`src/rtl/scalar_sel_arb_pkg.sv`:
```
// Shared definitions for the scalar select/arbiter: mode encodings, default sizes,
// and the modular wrap helper used by the round-robin search.
package scalar_sel_arb_pkg;

  typedef enum logic {
    MODE_DIRECT = 1'b0,
    MODE_RR     = 1'b1
  } mode_e;

  localparam int DEF_N  = 32;
  localparam int DEF_CH = 8;
  localparam int DEF_SW = 4;

  // Fold an index in [0, 2*ch) back into [0, ch).
  function automatic int wrap_idx(input int v, input int ch);
    return (v >= ch) ? (v - ch) : v;
  endfunction

endpackage

```
`src/rtl/scalar_sel_arb_rr_pick.sv`:
```
// Round-robin priority search: first valid channel after ptr, wrapping CH-1 -> 0.
// Purely combinational; no backpressure of its own.
module rr_pick
  import scalar_sel_arb_pkg::*;
#(
  parameter int CH = DEF_CH,
  parameter int SW = DEF_SW
) (
  input  logic [CH-1:0] in_valid,
  input  logic [SW-1:0] ptr,
  output logic [SW-1:0] grant,
  output logic          found
);

  localparam int IW = $clog2(CH);

  logic [2*CH-1:0] dbl;
  logic [CH-1:0]   rot;

  // Bit j of rot is channel (ptr+1+j) mod CH; shifting the doubled vector does the wrap.
  assign dbl = {in_valid, in_valid};
  assign rot = CH'(dbl >> (ptr + SW'(1)));

  always_comb begin
    found = 1'b0;
    grant = '0;
    for (int j = 0; j < CH; j++) begin
      if (!found && rot[j[IW-1:0]]) begin
        found = 1'b1;
        grant = SW'(wrap_idx(int'(ptr) + 1 + j, CH));
      end
    end
  end

endmodule

```
`src/rtl/scalar_sel_arb.sv`:
```
// Channel selector/arbiter: direct select or round-robin into one output register.
// Latency 1 cycle grant->out_valid; grants only when the register is empty or draining.
module scalar_sel_arb
  import scalar_sel_arb_pkg::*;
#(
  parameter int N  = DEF_N,
  parameter int CH = DEF_CH,
  parameter int SW = DEF_SW
) (
  input  logic            clk,
  input  logic            rst_n,
  input  logic            mode,
  input  logic [SW-1:0]   sel,
  input  logic [CH-1:0]   in_valid,
  input  logic [CH*N-1:0] in_data,
  output logic [CH-1:0]   in_ready,
  output logic            out_valid,
  output logic [N-1:0]    out_data,
  output logic [SW-1:0]   out_ch,
  input  logic            out_ready,
  input  logic            err_clr,
  output logic            sel_err
);

  localparam int IW = $clog2(CH);

  logic [N-1:0]  ch_dat [CH];
  logic [SW-1:0] ptr;
  logic [SW-1:0] rr_idx;
  logic          rr_found;
  logic          mode_rr;
  logic          can_load;
  logic          sel_bad;
  logic          dir_hit;
  logic [SW-1:0] gnt_idx;
  logic          gnt_vld;
  logic [N-1:0]  gnt_dat;

  for (genvar g = 0; g < CH; g++) begin : g_unpack
    assign ch_dat[g] = in_data[g*N +: N];
  end

  assign mode_rr  = (mode_e'(mode) == MODE_RR);
  assign can_load = !out_valid || out_ready;
  assign sel_bad  = (int'(sel) >= CH);

  rr_pick #(
    .CH (CH),
    .SW (SW)
  ) u_rr_pick (
    .in_valid (in_valid),
    .ptr      (ptr),
    .grant    (rr_idx),
    .found    (rr_found)
  );

  assign gnt_idx = mode_rr ? rr_idx : sel;

  // Index-compare muxes: an out-of-range index matches nothing and yields zero.
  always_comb begin
    dir_hit = 1'b0;
    gnt_dat = '0;
    for (int k = 0; k < CH; k++) begin
      if (sel == SW'(k))
        dir_hit = in_valid[k[IW-1:0]];
      if (gnt_idx == SW'(k))
        gnt_dat = ch_dat[k[IW-1:0]];
    end
  end

  assign gnt_vld  = rst_n && can_load && (mode_rr ? rr_found : (dir_hit && !sel_bad));
  assign in_ready = gnt_vld ? (CH'(1) << gnt_idx) : '0;

  always_ff @(posedge clk) begin
    if (!rst_n) begin
      out_valid <= 1'b0;
      out_data  <= '0;
      out_ch    <= '0;
      sel_err   <= 1'b0;
      ptr       <= SW'(CH - 1);
    end else begin
      // Empty register reads as zero so idle cycles never expose stale data.
      if (can_load) begin
        out_valid <= gnt_vld;
        out_data  <= gnt_vld ? gnt_dat : '0;
        out_ch    <= gnt_vld ? gnt_idx : '0;
      end
      // Only round-robin grants move the pointer, so direct traffic leaves the rotation intact.
      if (gnt_vld && mode_rr)
        ptr <= rr_idx;
      if (err_clr)
        sel_err <= 1'b0;
      else if (!mode_rr && sel_bad && (|in_valid))
        sel_err <= 1'b1;
    end
  end

endmodule

```
`config.mk`:
```
export PLATFORM = sky130hd
export DESIGN_NAME = scalar_sel_arb
export DESIGN_NICKNAME = d
export VERILOG_FILES = /design/src/rtl/scalar_sel_arb_pkg.sv /design/src/rtl/scalar_sel_arb_rr_pick.sv /design/src/rtl/scalar_sel_arb.sv
export SDC_FILE = /design/constraint.sdc
export NUM_CORES = 1
export LEC_CHECK = 0
export ABC_AREA = 1
export CAP_MARGIN = 20
export CORE_AREA = 2 2 125 127
export DETAILED_ROUTE_END_ITERATION = 8
export DIE_AREA = 0 0 127 129
export GPL_ROUTABILITY_DRIVEN = 0
export HOLD_SLACK_MARGIN = 0.1
export PLACE_DENSITY = 0.78
export SYNTH_ARGS = -nofsm -noshare
export SYNTH_HDL_FRONTEND = slang
export SYNTH_SLANG_ARGS = --single-unit
```
`constraint.sdc`:
```
create_clock -name clk -period 7.24 [get_ports clk]
set_input_delay 2.172 -clock clk [delete_from_list [all_inputs] [get_ports clk]]
set_output_delay 2.172 -clock clk [all_outputs]
set_load 0.02 [all_outputs]
```
Word-level counts from Yosys, hierarchy flattened
Index checks and enable logic that the tools add are counted.
{ "word_totals": {"register_bits": 42, "input_bits": 273, "output_inout_bits": 46, "elab_cells": 121} }
{ "classes": {"add_sub_neg": 17, "magnitude_cmp": 9, "eq_ne": 14, "shifts": 2, "mux": 45, "bitwise_logic": 1, "n_reduce_logical": 28} }
{ "ops": {"columns": ["cell", "n"], "rows": [
  ["$mux 32", 9],
  ["$ge 32x5->1 const B", 7],
  ["$mux 4", 18],
  ["$eq 4x3->1 const B", 8],
  ["$sub 4x4->4 const B", 8],
  ["$add 5x3->6 const B", 4],
  ["$mux 1", 17],
  ["$eq 4x2->1 const B", 4],
  ["$shr 16x4->8", 1],
  ["$logic_and 1x1->1", 13],
  ["$add 5x2->6 const B", 2],
  ["$logic_not 1->1", 10],
  ["$eq 4x1->1 const B", 2],
  ["$logic_not 4->1", 2],
  ["$mux 8", 1],
  ["$reduce_or 8->1", 1],
  ["$shl 1x4->8 const A", 1],
  ["$add 5x1->6 const B", 1],
  ["$add 4x1->5 const B", 1],
  ["$ge 5x4->1 const B", 1],
  ["$add 4x1->4 const B", 1],
  ["$ge 4x4->1 const B", 1],
  ["$reduce_or 2->1", 1],
  ["$logic_or 1x1->1", 1],
  ["$not 1->1", 1]
]} }

Depth between registers and ports, before layout
{ "depth": {"ltp_word": 35, "depth_mapped": 27} }

By module
Synthesis repeated with hierarchy kept, for this count alone.
{ "unflattened": {"cells_unflattened": 999, "hier_area_um2": 5318.9} }
{ "by_module_without_submodules": {"columns": ["mod", "instances", "cells_each", "area_per_inst_um2", "seq_area_each_um2"], "rows": [
  ["scalar_sel_arb", 1, 742, 3918.8, 840.8],
  ["rr_pick", 1, 257, 1400.1, 0.0]
]} }

Least setup slack after synthesis
OpenSTA, ideal clock, no wires.
{ "synth_timing": {"kind": "input to output", "startpoint": "input port in_valid[7]", "endpoint": "output port in_ready[7]", "t_arrival_ns": 4.204, "t_required_ns": 5.068, "slack_ns": 0.864, "stages": 18, "n_path_buf": 1, "cell_sequence": "nand2_1 nand2_1 nand2_1 nand2_1 nand3_1 nand3_2 nor2_4 nand3_1 nor2_1 nand3_1 inv_1 nand2_1 nand3_1 nand2_1 a21oi_2 nand2_1 buf_2 nor2_1"} }
{ "synth_via": {"elab_chain_cells": 26, "word_cells_on_any_way": 38, "classes_between": "shift: 2; mux: 20; reduce/logical: 16"} }
{ "synth_rtl": {"columns": ["element", "line", "source"], "rows": [
  ["start: declaration", "scalar_sel_arb.sv:14", "input logic [CH-1:0] in_valid,"],
  ["$shr 16x4->8", "scalar_sel_arb_rr_pick.sv:22", "assign rot = CH'(dbl >> (ptr + SW'(1)));"],
  ["$mux 1", "scalar_sel_arb_rr_pick.sv:28", "if (!found && rot[j[IW-1:0]]) begin"],
  ["$logic_not 1->1", "scalar_sel_arb_rr_pick.sv:28", null],
  ["$logic_and 1x1->1", "scalar_sel_arb_rr_pick.sv:28", null],
  ["$mux 1", "scalar_sel_arb_rr_pick.sv:28", null],
  ["$logic_not 1->1", "scalar_sel_arb_rr_pick.sv:28", null],
  ["$logic_and 1x1->1", "scalar_sel_arb_rr_pick.sv:28", null],
  ["$mux 1", "scalar_sel_arb_rr_pick.sv:28", null],
  ["(+10 left out)", null, null],
  ["$logic_and 1x1->1", "scalar_sel_arb_rr_pick.sv:28", null],
  ["$mux 1", "scalar_sel_arb_rr_pick.sv:28", null],
  ["$logic_not 1->1", "scalar_sel_arb_rr_pick.sv:28", null],
  ["$logic_and 1x1->1", "scalar_sel_arb_rr_pick.sv:28", null],
  ["$mux 4 / $mux 1 (equally long branches)", "scalar_sel_arb_rr_pick.sv:28", null],
  ["$mux 4 / $mux 1 (equally long branches)", "scalar_sel_arb.sv:57, scalar_sel_arb.sv:71", null],
  ["$shl 1x4->8 / $logic_and 1x1->1 (equally long branches)", "scalar_sel_arb.sv:72, scalar_sel_arb.sv:71", null],
  ["$mux 8 (*)", "scalar_sel_arb.sv:72", "assign in_ready = gnt_vld ? (CH'(1) << gnt_idx) : '0;"],
  ["end: declaration", "scalar_sel_arb.sv:16", "output logic [CH-1:0] in_ready,"]
]} }
Every way passes the cells marked *; elsewhere a longest branch is shown, timed or not.

Final worst setup path
{ "layout_timing": {"startpoint": "input port in_valid[7]", "endpoint": "output port in_ready[6]"} }
The elaborated chain is that of the path after synthesis.

==> results.ini <==
[outcome]
status = completed

[setup_path]
cp_top_family = simple AND/OR/NAND/NOR gates
rr_endpoint = out_data[20]
crit_path_end_kind = primary output
crit_type = primary input to primary output
cp.required_ns = 5.07
crit_fanout = 6
path_cells = clkdlybuf4s50_1 > nand2_1 > nand2_1 > nand2_1 > nand2_1 > nand3_1 > nand3_2 > nor2_4 > nand4_2 > nor2_4 > nand4_1 > nand4_1 > nand2_2 > nor2_4 > nand2_1 > nor2_1 > clkdlybuf4s15_1
worst-path-buf-inv = 2
cp-start-kind = primary input
crit_top_cell = nand2_1
cpMaxStageDelayCell = clkdlybuf4s50_1
cp-startpoint = in_valid[7]
r2r_start = ptr[0]
reg2regPathDepth = 24
r2r_setup_slack_ns = 2.37
cpPeakStageDelay_ns = 0.47
crit_arrival_ns = 4.85

[synthesis]
syn_avg_cell_area_um2 = 5.53
synth_edf_count = 0
synth.largest_area_cell = nand3_1
syn_nets = 1226
ys_seq_area_frac = 0.161
syn_area_mm2 = 0.00521
synth_top_area_frac = 0.166
ys.flop_type = dfxtp_1
syn-instance-count = 941
async_reset_ff_frac = 0
synth-seq-cells = 42
synth.distinct_cells = 37
yosysWarnings = 0
yosys-top-cells-area = nand3_1 17%, dfxtp_1 16%, nand2_1 16%, nor2_1 7.0%, inv_1 6.5%
yosysMostFrequentCell = nand2_1
synth_commonest_cells = 223 x nand2_1, 173 x nand3_1, 97 x nor2_1

[drt]
wl_per_cell_um = 18.4
drtPass1Iterations = 6
routed-via-count = 7657
drc = 0
routed_wl_mm = 26.3
routed_via_density = 5.34
ant_nets = 0
dr.first_iter.drc_count = 646

[timing]
fin_worst_skew_ns = 0.0117
worst_pin_slew_ns = 0.868
setup_violations = 0
finalCritPeriodShare = 0.970
maxSlewHeadroom = 0.420
worst_slack_ns = 0.220
post-route-min-period_ns = 7.02
rsz0062_at_grt = false
finalHoldViolations = 0
slew_viol_final = 0
timing.fmax_mhz = 142

[clock_tree]
post_cts_buffers = 0
cts_made_buffers = 5
ctsHtreeMaxLevel = 2
insertion_delay_ns = 0.29
path_clk_slew_ns = 0.06
cts_buffer_depth = 2
root_buffer = clkbuf_16
cts_sinks = 42
cts_tree = built

[finish]
nNetsFinal = 1529
layout-drive-gt1-share = 0.0715
syn2layout_area_growth_pct = 67.7
final_util = 0.583

[die]
io_pins = 319
start_util = 0.348
die-height_um = 129
core_mm2 = 0.0150
die_area_mm2 = 0.0164
floorplan.rows = 45
die_w_um = 127

[worst_hold_path]
holdPathStages = 2
min_from = out_data[20]
holdPathEnd = out_data[20]
hold_path_class = flip-flop to flip-flop

[power]
p_comb_frac = 0.674
p_sw_mw = 0.731
pwr-share-seq = 0.175
internal-power_mw = 0.788
p_sw_frac = 0.481
powerDensity_mw_per_mm2 = 174
clock_power_share = 0.151
p_leak_nw = 3.77
peakVddDrop_mv = 0.152

[place]
dpl_worst_slack_ns = -0.164
portBuffers = 318
place_hpwl_mm = 20.4

[flow_run]
drv_cap = 0

[grt]
antenna_found_initial = 3
grt_max_degree = 95
grt_pass1_vias = 6789
gr-total-overflow = 0
grt_pass1_wl_mm = 38.7
grt_use_total = 0.302

-- power by group through the flow --
stage          clock [mW]  sequential (mW)  combinational, mW
3_3_place_gp            0            0.271               1.00
2_1_floorplan           0            0.292              0.571
3_5_place_dp            0            0.271               1.01
6_report            0.229            0.267               1.02
5_1_grt             0.243            0.269               1.11
4_1_cts             0.234            0.266               1.01
-- through the flow --
| stage | total power [mW] | setup TNS (ns) | hold slack, ns | area [um2] | std cells |
|---|---|---|---|---|---|
| finish | 1.52 | 0 | 0.464 | 8730 | 1434 |
| global route | 1.62 | 0 | 0.487 | 8730 | 1433 |
| CTS | 1.51 | 0 | 0.465 | 8750 | 1433 |
| detailed placement | 1.28 | -0.893 | 0.455 | 8610 | 1425 |
| global placement | 1.27 | -0.389 | 0.451 | 8610 | 1425 |
| floorplan | 0.863 | 0 | 0.493 | 5210 | 941 |
-- flip-flops by register name, summed over array words and instances, names as in the netlist --
name,flops
out_data,32
ptr,4
out_ch,4
out_valid,1
sel_err,1
-- cells in the final DEF, fill, tap and decap left out, drive strengths merged --
master	n
a211oi	1
a21boi	1
a21oi	57
a22oi	1
a31oi	1
and2	1
buf	40
clkbuf	12
clkdlybuf4s15	1
clkdlybuf4s50	310
clkinv	4
dfxtp	42
diode	1
ha	12
inv	100
nand2	233
nand3	175
nand4	42
nor2	105
nor3	4
nor4	2
o211ai	36
o21ai	54
o2bb2ai	1
o311ai	1
o31ai	1
xnor2	3
xor2	5
-- final cells by class --
| class | instances | area (um2) |
|---|---|---|
| fillers | 1474 | 6250 |
| multi-input cells | 736 | 3680 |
| repair buffers | 357 | 3440 |
| flip-flops and latches | 42 | 841 |
| inverters | 102 | 383 |
| well taps | 188 | 235 |
| clock buffers | 6 | 129 |
| clock inverters | 2 | 13.8 |
| diodes | 1 | 2.50 |
-- tightest hold or removal path, delay by kind of cell, from the launching register on --
| family | cells | cell delay (ns) |
|---|---|---|
| DFF | 1 | 0.31 |
| and+or+nand+nor | 1 | 0.06 |
| AOI/OAI and AO/OA | 1 | 0.05 |
-- worst max path at each step --
stage,endpoint,slack [ns],cells after the start
2_1_floorplan,in_ready[7],0.86,18
3_3_place_gp,in_ready[5],-0.08,17
3_5_place_dp,in_ready[7],-0.16,17
4_1_cts,in_ready[2],0.14,21
5_1_grt,in_ready[5],0.004,19
6_report,in_ready[6],0.22,17
-- repair_timing --
item	4_1_cts	5_1_grt
hold buffers	0	0
pin swaps	1	1
setup endpoints to repair	8	8
resized for setup	9	19
-- metal layers --
metal | vias to the layer above | global-route usage | wire length (um)
li1 | 3749 | - | -
met3 | 44 | 0.0644 | 2550
met5 | - | 0 | 24
met2 | 384 | 0.503 | 12200
met1 | 3476 | 0.401 | 11000
met4 | 4 | 0.0724 | 569
-- logic make-up (layout without fill, tap and decap cells) --
family,Yosys count,count (layout),share of synthesized area
AO/OA/AOI/OAI,154,154,0.173
flip-flops,42,42,0.162
AND/OR/NAND/NOR,562,562,0.489
XOR/XNOR,8,8,0.0135
adder cells (fa/ha/maj),12,12,0.0288
buffers and inverters,163,467,0.135
other,0,1,0
Note: power is estimated with default switching activity, not from simulation.
